$ cat src/rtl/fd_divisor_ctrl.sv
`default_nettype none
// ============================================================================
// Module      : fd_divisor_ctrl
// Description : Push-button front end for the 3-bit clock divider. Synchronises
//               and debounces the up/down buttons, steps the divisor by +/-1
//               per press with hold-to-auto-repeat, and saturates at 1 and
//               2**DIV_BITS-1. div_upd pulses in the first cycle of a new value.
// Revision    : 1.0 - initial release
// ============================================================================
module fd_divisor_ctrl #(
    parameter int DIV_BITS        = 3,
    parameter int DIV_RESET       = 1,
    parameter int DEBOUNCE_CYCLES = 100000,
    parameter int HOLD_CYCLES     = 50000000,
    parameter int REPEAT_CYCLES   = 12500000
) (
    input  logic                clk,
    input  logic                rst,
    input  logic                btn_up,
    input  logic                btn_down,
    output logic [DIV_BITS-1:0] divisor,
    output logic                div_upd
);

    localparam int c_DB_W    = (DEBOUNCE_CYCLES > 2) ? $clog2(DEBOUNCE_CYCLES) : 1;
    localparam int c_TMR_MAX = (HOLD_CYCLES > REPEAT_CYCLES) ? HOLD_CYCLES : REPEAT_CYCLES;
    localparam int c_TMR_W   = (c_TMR_MAX > 2) ? $clog2(c_TMR_MAX) : 1;

    localparam logic [c_DB_W-1:0]   c_DB_LAST   = c_DB_W'(DEBOUNCE_CYCLES - 1);
    localparam logic [c_DB_W-1:0]   c_DB_ONE    = c_DB_W'(1);
    localparam logic [c_TMR_W-1:0]  c_HOLD_LAST = c_TMR_W'(HOLD_CYCLES - 1);
    localparam logic [c_TMR_W-1:0]  c_REP_LAST  = c_TMR_W'(REPEAT_CYCLES - 1);
    localparam logic [c_TMR_W-1:0]  c_TMR_ONE   = c_TMR_W'(1);
    localparam logic [DIV_BITS-1:0] c_DIV_MAX   = '1;
    localparam logic [DIV_BITS-1:0] c_DIV_ONE   = DIV_BITS'(1);
    localparam logic [DIV_BITS-1:0] c_DIV_RST   = DIV_BITS'(DIV_RESET);

    // Button index 0 = up, 1 = down (also the dir encoding)
    logic [1:0] w_raw;
    logic [1:0] w_lvl;
    logic [1:0] w_press;
    logic       r_vld1;
    logic       r_vld2;

    assign w_raw = {btn_down, btn_up};

    // Marks when the sync stages hold real button samples again after reset
    always_ff @(posedge clk) begin
        if (rst) begin
            r_vld1 <= 1'b0;
            r_vld2 <= 1'b0;
        end else begin
            r_vld1 <= 1'b1;
            r_vld2 <= r_vld1;
        end
    end

    for (genvar i = 0; i < 2; i++) begin : g_btn
        logic              r_s1;
        logic              r_s2;
        logic              r_lvl;
        logic              r_lvl_q;
        logic              r_arm;
        logic [c_DB_W-1:0] r_cnt;

        // Two-flop sync, debounce counter, press edge history and re-arm flag.
        // A button held through reset must be seen released before it can
        // produce a press again, so r_arm starts low and is set by a genuine
        // (post-reset) low synced sample.
        always_ff @(posedge clk) begin
            if (rst) begin
                r_s1    <= 1'b0;
                r_s2    <= 1'b0;
                r_lvl   <= 1'b0;
                r_lvl_q <= 1'b0;
                r_arm   <= 1'b0;
                r_cnt   <= '0;
            end else begin
                r_s1    <= w_raw[i];
                r_s2    <= r_s1;
                r_lvl_q <= r_lvl;
                if (r_vld2 && !r_s2) begin
                    r_arm <= 1'b1;
                end
                if (r_s2 == r_lvl) begin
                    r_cnt <= '0;
                end else if (r_cnt == c_DB_LAST) begin
                    r_lvl <= r_s2;
                    r_cnt <= '0;
                end else begin
                    r_cnt <= r_cnt + c_DB_ONE;
                end
            end
        end

        assign w_lvl[i]   = r_lvl;
        assign w_press[i] = r_lvl & ~r_lvl_q & r_arm;
    end

    typedef enum logic [1:0] {
        S_IDLE   = 2'd0,
        S_HOLD   = 2'd1,
        S_REPEAT = 2'd2
    } state_t;

    state_t             r_state;
    state_t             w_state_nxt;
    logic               r_dir;
    logic               w_dir_nxt;
    logic [c_TMR_W-1:0] r_timer;
    logic [c_TMR_W-1:0] w_timer_nxt;
    logic               w_step;
    logic               w_own;
    logic               w_other;

    assign w_own   = w_lvl[r_dir];
    assign w_other = w_lvl[~r_dir];

    // FSM state, direction and hold/repeat timer registers
    always_ff @(posedge clk) begin
        if (rst) begin
            r_state <= S_IDLE;
            r_dir   <= 1'b0;
            r_timer <= '0;
        end else begin
            r_state <= w_state_nxt;
            r_dir   <= w_dir_nxt;
            r_timer <= w_timer_nxt;
        end
    end

    // Next-state logic: decides when a step happens and in which direction
    always_comb begin
        w_state_nxt = r_state;
        w_dir_nxt   = r_dir;
        w_timer_nxt = r_timer;
        w_step      = 1'b0;
        case (r_state)
            S_IDLE: begin
                if (w_press[0] && !w_lvl[1]) begin
                    w_step      = 1'b1;
                    w_dir_nxt   = 1'b0;
                    w_timer_nxt = '0;
                    w_state_nxt = S_HOLD;
                end else if (w_press[1] && !w_lvl[0]) begin
                    w_step      = 1'b1;
                    w_dir_nxt   = 1'b1;
                    w_timer_nxt = '0;
                    w_state_nxt = S_HOLD;
                end
            end
            S_HOLD, S_REPEAT: begin
                if (!w_own || w_other) begin
                    w_timer_nxt = '0;
                    w_state_nxt = S_IDLE;
                end else if (r_timer == ((r_state == S_HOLD) ? c_HOLD_LAST : c_REP_LAST)) begin
                    w_step      = 1'b1;
                    w_timer_nxt = '0;
                    w_state_nxt = S_REPEAT;
                end else begin
                    w_timer_nxt = r_timer + c_TMR_ONE;
                end
            end
            default: begin
                w_timer_nxt = '0;
                w_state_nxt = S_IDLE;
            end
        endcase
    end

    // Saturating divisor update; div_upd only when the value actually moves
    always_ff @(posedge clk) begin
        if (rst) begin
            divisor <= c_DIV_RST;
            div_upd <= 1'b0;
        end else begin
            div_upd <= 1'b0;
            if (w_step) begin
                if (!w_dir_nxt && (divisor != c_DIV_MAX)) begin
                    divisor <= divisor + c_DIV_ONE;
                    div_upd <= 1'b1;
                end else if (w_dir_nxt && (divisor > c_DIV_ONE)) begin
                    divisor <= divisor - c_DIV_ONE;
                    div_upd <= 1'b1;
                end
            end
        end
    end

endmodule
`default_nettype wire

$ cat config.mk
export PLATFORM = sky130hd
export DESIGN_NAME = fd_divisor_ctrl
export DESIGN_NICKNAME = d
export VERILOG_FILES = /design/src/rtl/fd_divisor_ctrl.sv
export SDC_FILE = /design/constraint.sdc
export NUM_CORES = 1
export LEC_CHECK = 0
export CORE_MARGIN = 10
export CORE_UTILIZATION = 37
export DETAILED_ROUTE_END_ITERATION = 8
export PLACE_DENSITY = 0.63
export SLEW_MARGIN = 20
export SYNTH_ARGS = -nofsm -noshare
export SYNTH_HDL_FRONTEND = slang
export SYNTH_SLANG_ARGS = --single-unit
$ cat constraint.sdc
create_clock -name clk -period 2.4 [get_ports clk]
set_input_delay 0.48 -clock clk [delete_from_list [all_inputs] [get_ports clk]]
set_output_delay 0.48 -clock clk [all_outputs]
set_load 0.01 [all_outputs]
== Word level (Yosys, flattened, before mapping) ==
Index checks and enable logic that the tools add are counted.
Word-level totals
  flip-flop bits (word level): 79
  logic and storage cells: 98
  input bits: 4
Cells by class
  $lt $le $gt $ge: 3
  bitwise operators: 10
  reduce and logical (&&, ||, !) cells: 23
  multiplexer cells: 28
  eq/ne operators: 10
  add/subtract/negate cells: 5
Operators with widths (number)
  $mux W26: 5
  $pmux W26 S2: 1
  $add A17 B1 Y17 const B: 2
  $eq A17 B17 Y1 const B: 2
  $add A26 B1 Y26 const B: 1
  $eq A26 B26 Y1: 1
  $mux W1: 14
  $ne A3 B3 Y1 const B: 3
  $mux W2: 4
  $reduce_and A2 Y1: 4
  $logic_and A1 B1 Y1: 6
  $logic_not A1 Y1: 6
  $mux W3: 2
  $not A1 Y1: 6
  $reduce_or A3 Y1: 2
  $and A1 B1 Y1: 4
  $lt A1 B2 Y1 const B: 2
  $pmux W2 S2: 1
  $reduce_or A2 Y1: 2
  $add A3 B1 Y3 const B: 1
  $gt A3 B1 Y1 const B: 1
  $sub A3 B1 Y3 const B: 1
  $eq A1 B1 Y1: 2
  $eq A2 B1 Y1 const B: 1
  other kinds (5): 5

== Longest topological paths before layout ==
Gate-level depths: netlist of run 1.
  depth after elaboration: 11
  gate-level depth with buffers: 10
  depth with buffers taken out: 8

== Least setup slack after synthesis of run 1 ==
No wires, ideal clock.
  path type: reg-to-reg
  from: register r_timer[17]
  to: register divisor[2]
  setup time: 0.123 ns
  path slack: 0.196 ns
  stages on the path, launching flop included: 7
  required time: 2.277 ns
  arrival time: 2.082 ns
  cells stage by stage: dfxtp_1 -> nand4_1 -> or4_1 -> or4_4 -> a211o_4 -> o211ai_2 -> o31ai_2
On the way
  word-level cells in the longest chain between the ends: 5
Ends and longest elaborated chain
  start: declaration: RTL line 110  | logic [c_TMR_W-1:0] r_timer;
  start signal: assignment: RTL line 128  | r_timer <= w_timer_nxt;
  $eq A26 B26 Y1: RTL line 156  | end else if (r_timer == ((r_state == S_HOLD) ? c_HOLD_LAST : c_REP_LAST)) begin
  $mux W1: RTL line 156
  $mux W1: RTL line 153  | if (!w_own || w_other) begin
  $pmux W1 S2: RTL line 138  | case (r_state)
  $reduce_and A2 Y1 (no line)
  end signal: assignment: RTL line 174  | divisor <= c_DIV_RST;
  end signal: assignment: RTL line 180  | divisor <= divisor + c_DIV_ONE;
  end signal: assignment: RTL line 183  | divisor <= divisor - c_DIV_ONE;
  end: declaration: RTL line 21  | output logic [DIV_BITS-1:0] divisor,
No other way between the ends.
A chain may end at the register's enable or synchronous reset.

== Worst setup path after layout of run 1 ==
  from: register r_timer[0]
  to: register divisor[2]
Same word-level chain as after synthesis.

==> results.sh, run 1 <==
export IMPL_run_status="finished, final reports clean"
export IMPL_cpLargestDelayFamily="compound AO/OA/AOI/OAI gates"
export IMPL_dieArea_um2=14000
export IMPL_criticalPathCategory="reg2reg"
export IMPL_path_max_fanout=5
export IMPL_io_pins=8
export IMPL_clock_latency_ps=350
export IMPL_worst_ep_arrival_time_ps=2550
export IMPL_cts_root_buf="clkbuf_8"
export IMPL_fin_nets=424
export IMPL_period_needed_ps=2320
export IMPL_place_congestion=0.787
export IMPL_final_max_slew_violation_count=0
export IMPL_use_met3=0.0328
export IMPL_drtAntennaViolNets=0
export IMPL_use_met2=0.140
export IMPL_worst_pin_slew_ps=677
export IMPL_p_leak_nw=1.37
export IMPL_cp_end_kind="flip-flop"
export IMPL_maxCapViolations=0
export IMPL_start_kind="flip-flop"
export IMPL_wire_per_inst_um=11.4
export IMPL_r2r_end="divisor[2]$_SDFFE_PP0P_"
export IMPL_rrSetupSlack_ps=80
export IMPL_cts_hold_buf=0
export IMPL_antenna_found_initial=0
export IMPL_place_hpwl_mm=4.42
export IMPL_port_buffers=7
export IMPL_syn_nets=412
export IMPL_path_cells="ha_1, nor4b_1, o2111ai_1, or4_4, a211o_4, o211ai_2, o31ai_2"
export IMPL_grt_first_pass_wirelength_mm=10.8
export IMPL_cts_tree="yes"
export IMPL_cts_setup_buffers=0
export IMPL_viasPerCell=4.79
export IMPL_diodes=0
export IMPL_avgSynthCellArea_um2=8.99
export IMPL_hold_viol=0
export IMPL_drt_wl_total_mm=6.17
export IMPL_r2r_start="r_timer[0]$_SDFFE_PP0P_"
export IMPL_ys_types=46
export IMPL_dieWidth_um=118
export IMPL_seq_area_frac_synth=0.443
export IMPL_synth_ff_type="dfxtp_1"
export IMPL_drive_above_1_share=0.0799
export IMPL_synthCells=397
export IMPL_crit_slowest_cell="or4_4"
export IMPL_grt_util_met1=0.112
export IMPL_cts_sinks=79
export IMPL_power_density_nw_per_um2=593
export IMPL_synth_seq_cells=79
export IMPL_syn_cell_area_um2=3570
export IMPL_layout_commonest_cell="nor2_1"
export IMPL_hold_end="r_vld2$_SDFF_PP0_"
export IMPL_rsz0062_at_grt="no"
export IMPL_slowest_delay_ps=520
export IMPL_rr_worst_depth=7
export IMPL_clk_pin_slew_worst_paths_ps=80
export IMPL_fin_util=0.427
export IMPL_die_y_um=118
export IMPL_drtIter0Drc=139
export IMPL_finalCritPeriodShare=0.968
export IMPL_clock_skew_ps=12.3
export IMPL_drc_errors=0
export IMPL_core_rowCount=35
export IMPL_h_tree_depth=3
export IMPL_path_buf_inv=0
export IMPL_postCtsResizedCells=0
export IMPL_dr_total_vias=2594
export IMPL_crit_required_ps=2630
export IMPL_cts_buffers=9
export IMPL_grt_pass1_vias=2480
export IMPL_area_delta_synth_final_pct=11.5
export IMPL_firstDrtPassIters=4
export IMPL_grt_max_degree=27
export IMPL_total_power_mw=2.36
export IMPL_hold_path_class="reg2reg"
export IMPL_layout_common_cells="nor2_1, dfxtp_1, xor2_1, nand3_1, nand2_1"
export IMPL_grt_util_all_layers=0.0915
export IMPL_setup_viol=0
export IMPL_grt_ovfl_total=0
export IMPL_cts_buffer_depth=2
export IMPL_start_util=0.382
export IMPL_async_flop_share=0
export IMPL_max_freq_mhz=430
export IMPL_synth_edf_count=0
export IMPL_slew_headroom=0.544
export IMPL_grt_busiest_layer="met2"
export IMPL_hold_depth=1
export IMPL_worstHoldStart="r_vld1$_DFF_P_"
export IMPL_yosysWarnings=0
export IMPL_finalSetupTns_ps=0
export IMPL_core_area_um2=9330
export IMPL_ir_worst_vdd_v=0.000592
[synthesized netlist by cell type, drive strengths merged (2+ instances only)]
master,n,share of area
nor2,80,0.084
dfxtp,79,0.44
xor2,37,0.091
nand3,29,0.041
nand2,24,0.025
xnor2,22,0.054
inv,15,0.016
nand4,12,0.021
ha,11,0.039
clkbuf,9,0.0095
and3,8,0.014
nor2b,8,0.014
nor3,7,0.0098
a21oi,5,0.0070
and4bb,5,0.018
buf,5,0.012
mux2i,4,0.011
and4,3,0.0074
nor4b,3,0.0074
or4,3,0.0074
nand4b,2,0.0049
nand4bb,2,0.0063
nor3b,2,0.0042
nor4,2,0.0035
o21ai,2,0.0039
or3,2,0.0035
[metrics by stage]
stage          cells  instance area (um^2)  hold WS, ps  setup slack [ps]
2_1_floorplan    397                  3570          414               196
3_3_place_gp     527                  3780          422               121
3_5_place_dp     527                  3780          431              32.8
4_1_cts          542                  3970          447              15.2
5_1_grt          542                  3980          467              9.85
6_report         542                  3980          447              76.8
[how the worst max path moves through the flow]
stage,from,to,cells past startpoint
2_1_floorplan,r_timer[17]$_SDFFE_PP0P_,divisor[2]$_SDFFE_PP0P_,6
3_3_place_gp,r_state[1]$_SDFFE_PP0P_,divisor[2]$_SDFFE_PP0P_,8
3_5_place_dp,r_state[1]$_SDFFE_PP0P_,divisor[2]$_SDFFE_PP0P_,8
4_1_cts,r_state[1]$_SDFFE_PP0P_,divisor[2]$_SDFFE_PP0P_,8
5_1_grt,r_state[1]$_SDFFE_PP0P_,divisor[2]$_SDFFE_PP0P_,8
6_report,r_timer[0]$_SDFFE_PP0P_,divisor[2]$_SDFFE_PP0P_,7
[power breakdown]
part	switching [mW]	internal, mW
Sequential	0.0102	1.32
Combinational	0.0474	0.0313
Clock	0.471	0.477
[worst reg2reg max path, stage by stage, from the launching register on]
cell,delay [ps]
dfxtp_1,380
ha_1,220
nor4b_1,260
o2111ai_1,190
or4_4,520
a211o_4,390
o211ai_2,180
o31ai_2,80
[per-layer routing]
layer  up-vias  routed length [um]
li1       1350                   -
met1      1213                3180
met2        23                2690
met3         8                 167
met4         0                 130
met5         -                   0
[kinds of logic after synthesis]
kind of cell,synth area share
simple gates,0.280
compound gates,0.0442
xor+xnor,0.145
fa+ha+maj,0.0386
flops,0.443
buf+inv,0.0375
mux,0.0112
[sequential cells by signal (all words and copies together) (netlist names)]
name,count
div_upd,1
divisor,3
g_btn.r_arm,2
g_btn.r_cnt,34
g_btn.r_lvl,2
g_btn.r_lvl_q,2
g_btn.r_s1,2
g_btn.r_s2,2
r_dir,1
r_state,2
r_timer,26
r_vld1,1
r_vld2,1
[area by class of cell]
class                           instances  area (um^2)
Inverter                               15         56.3
Clock inverter                          5         60.1
Tap cell                              129          161
Fill cell                             915         5350
Timing Repair Buffer                   15          130
Clock buffer                           10          128
Sequential cell                        79         1580
Multi-Input combinational cell        289         1860
(Power assumes the default switching activity.)
==> run 2, diff against run 1 <==
GPL_ROUTABILITY_DRIVEN = 0   (was not set)
TNS_END_PERCENT = 20   (was not set)
==> results of run 2 <==
Final layout, timing and power as in run 1 (identical DEF).
==> run 3, diff against run 2 <==
DONT_BUFFER_PORTS = 1   (was not set)
PLACE_DENSITY = 0.62   (was 0.63)
==> run 3 against run 2 <==
Compared with the run above:
- total power is 6.2% higher
- clock skew shrank 6.0 ps
- fmax up 0.16%
- critical path type unchanged
- largest cell class unchanged
==> results.sh, run 3 (same netlist as run 1, synthesis figures left out) <==
export IMPL_power_density_nw_per_um2=628
export IMPL_period_needed_ps=2320
export IMPL_cts_hold_buf=0
export IMPL_port_buffers=0
export IMPL_crit_required_ps=2630
export IMPL_firstDrtPassIters=4
export IMPL_ir_worst_vdd_v=0.000447
export IMPL_hold_depth=1
export IMPL_clock_latency_ps=340
export IMPL_viasPerCell=4.84
export IMPL_hold_end="g_btn[0].r_s2$_SDFF_PP0_"
export IMPL_rr_worst_depth=6
export IMPL_start_util=0.382
export IMPL_dieArea_um2=14000
export IMPL_h_tree_depth=3
export IMPL_top_register="g_btn.r_cnt"
export IMPL_layout_commonest_cell="nor2_1"
export IMPL_cpLargestDelayFamily="simple AND/OR/NAND/NOR gates"
export IMPL_layout_common_cells="nor2_1, dfxtp_1, xor2_1, nand3_1, nand2_1"
export IMPL_total_power_mw=2.51
export IMPL_hold_viol=0
export IMPL_worst_pin_slew_ps=687
export IMPL_drt_wl_total_mm=6.22
export IMPL_grt_ovfl_total=0
export IMPL_criticalPathCategory="reg2reg"
export IMPL_fin_nets=419
export IMPL_path_buf_inv=0
export IMPL_p_leak_nw=1.39
export IMPL_dieWidth_um=118
export IMPL_rsz0062_at_grt="no"
export IMPL_run_status="finished, final reports clean"
export IMPL_grt_util_all_layers=0.0920
export IMPL_maxCapViolations=0
export IMPL_dpl_worst_slack_ps=51.6
export IMPL_max_freq_mhz=431
export IMPL_cts_buffers=9
export IMPL_path_max_fanout=5
export IMPL_cts_sinks=79
export IMPL_die_y_um=118
export IMPL_io_pins=8
export IMPL_path_cells="nand4_1, or4_1, or4_4, a211o_4, o211ai_2, o31ai_2"
export IMPL_drc_errors=0
export IMPL_antenna_found_initial=0
export IMPL_place_hpwl_mm=4.29
export IMPL_worstHoldStart="rst"
export IMPL_start_kind="flip-flop"
export IMPL_core_rowCount=35
export IMPL_rrSetupSlack_ps=80
export IMPL_cts_buffer_depth=2
export IMPL_crit_slowest_cell="or4_1"
export IMPL_grt_max_degree=21
export IMPL_cts_root_buf="clkbuf_8"
export IMPL_reg_top3="g_btn.r_cnt (34), r_timer (26), divisor (3)"
export IMPL_grt_pass1_vias=2498
export IMPL_largest_reg_flops=34
export IMPL_worst_ep_arrival_time_ps=2550
export IMPL_setup_ws_ps=80.5
export IMPL_final_max_slew_violation_count=0
export IMPL_r2r_end="divisor[2]$_SDFFE_PP0P_"
export IMPL_core_area_um2=9330
export IMPL_slew_headroom=0.537
export IMPL_setup_viol=0
export IMPL_drtAntennaViolNets=0
export IMPL_whs_ps=197
export IMPL_drive_above_1_share=0.0905
export IMPL_cts_tree="yes"
export IMPL_diodes=0
export IMPL_wire_per_inst_um=11.6
export IMPL_cp_end_kind="flip-flop"
export IMPL_drtIter0Drc=117
export IMPL_grt_first_pass_wirelength_mm=11.0
export IMPL_r2r_start="r_timer[19]$_SDFFE_PP0P_"
export IMPL_hold_path_class="in2reg"
export IMPL_clock_skew_ps=6.30
export IMPL_finalSetupTns_ps=0
export IMPL_area_delta_synth_final_pct=11.9
export IMPL_finalCritPeriodShare=0.966
export IMPL_dr_total_vias=2605
export IMPL_slowest_delay_ps=570
export IMPL_clk_pin_slew_worst_paths_ps=80
run 3: changes by cell type in the layout (fill, tap and decap cells not counted), moves of 2 or more:
cell and delta:
clkbuf_8 +2, clkdlybuf4s50_1 -7, buf_4 +2, clkinv_4 -2
run 3: per-layer routing:
metal / share of wire / vias up / GRT usage
met5: 0 / - / 0
met4: 0.021 / 0 / 0.0440
met3: 0.031 / 12 / 0.0228
met2: 0.44 / 28 / 0.146
met1: 0.51 / 1216 / 0.115
li1: - / 1349 / -
run 3: worst register-to-register path: stages, from the launching register on:
cell	delay (ps)
dfxtp_1	380
nand4_1	160
or4_1	570
or4_4	460
a211o_4	380
o211ai_2	190
o31ai_2	80
run 3: stage by stage:
| stage | std cells | area [um^2] | utilization |
|---|---|---|---|
| global placement | 522 | 3730 | 0.399 |
| detailed placement | 522 | 3730 | 0.399 |
| floorplan | 397 | 3570 | - |
| finish | 538 | 3990 | 0.428 |
| CTS | 538 | 3950 | 0.423 |
| global route | 538 | 3990 | 0.428 |
run 3: worst max-delay path by stage:
stage                             start                       to  slack (ps)  cells past startpoint
2_1_floorplan  r_timer[17]$_SDFFE_PP0P_  divisor[2]$_SDFFE_PP0P_         200                      6
3_3_place_gp   r_timer[20]$_SDFFE_PP0P_  divisor[2]$_SDFFE_PP0P_         120                      6
3_5_place_dp    r_state[1]$_SDFFE_PP0P_  divisor[2]$_SDFFE_PP0P_          50                      8
4_1_cts         r_state[1]$_SDFFE_PP0P_  divisor[2]$_SDFFE_PP0P_          30                      8
5_1_grt        r_timer[20]$_SDFFE_PP0P_  divisor[2]$_SDFFE_PP0P_           6                      6
6_report       r_timer[19]$_SDFFE_PP0P_  divisor[2]$_SDFFE_PP0P_          80                      6
run 3: timing repair:
item                       in CTS  in global routing
setup endpoints to repair       0                  3
resized for setup               0                  7
buffers inserted                0                  0
run 3: final cells by class:
class | instances | area, um^2
Clock buffer | 13 | 159
Clock inverter | 3 | 65.1
Fill cell | 905 | 5340
Inverter | 15 | 56.3
Multi-Input combinational cell | 289 | 1890
Sequential cell | 79 | 1580
Tap cell | 129 | 161
Timing Repair Buffer | 10 | 75.1
run 3: power by group:
group	switching [mW]	internal, mW
Clock	0.457	0.642
Sequential	0.0109	1.32
Combinational	0.0446	0.0293
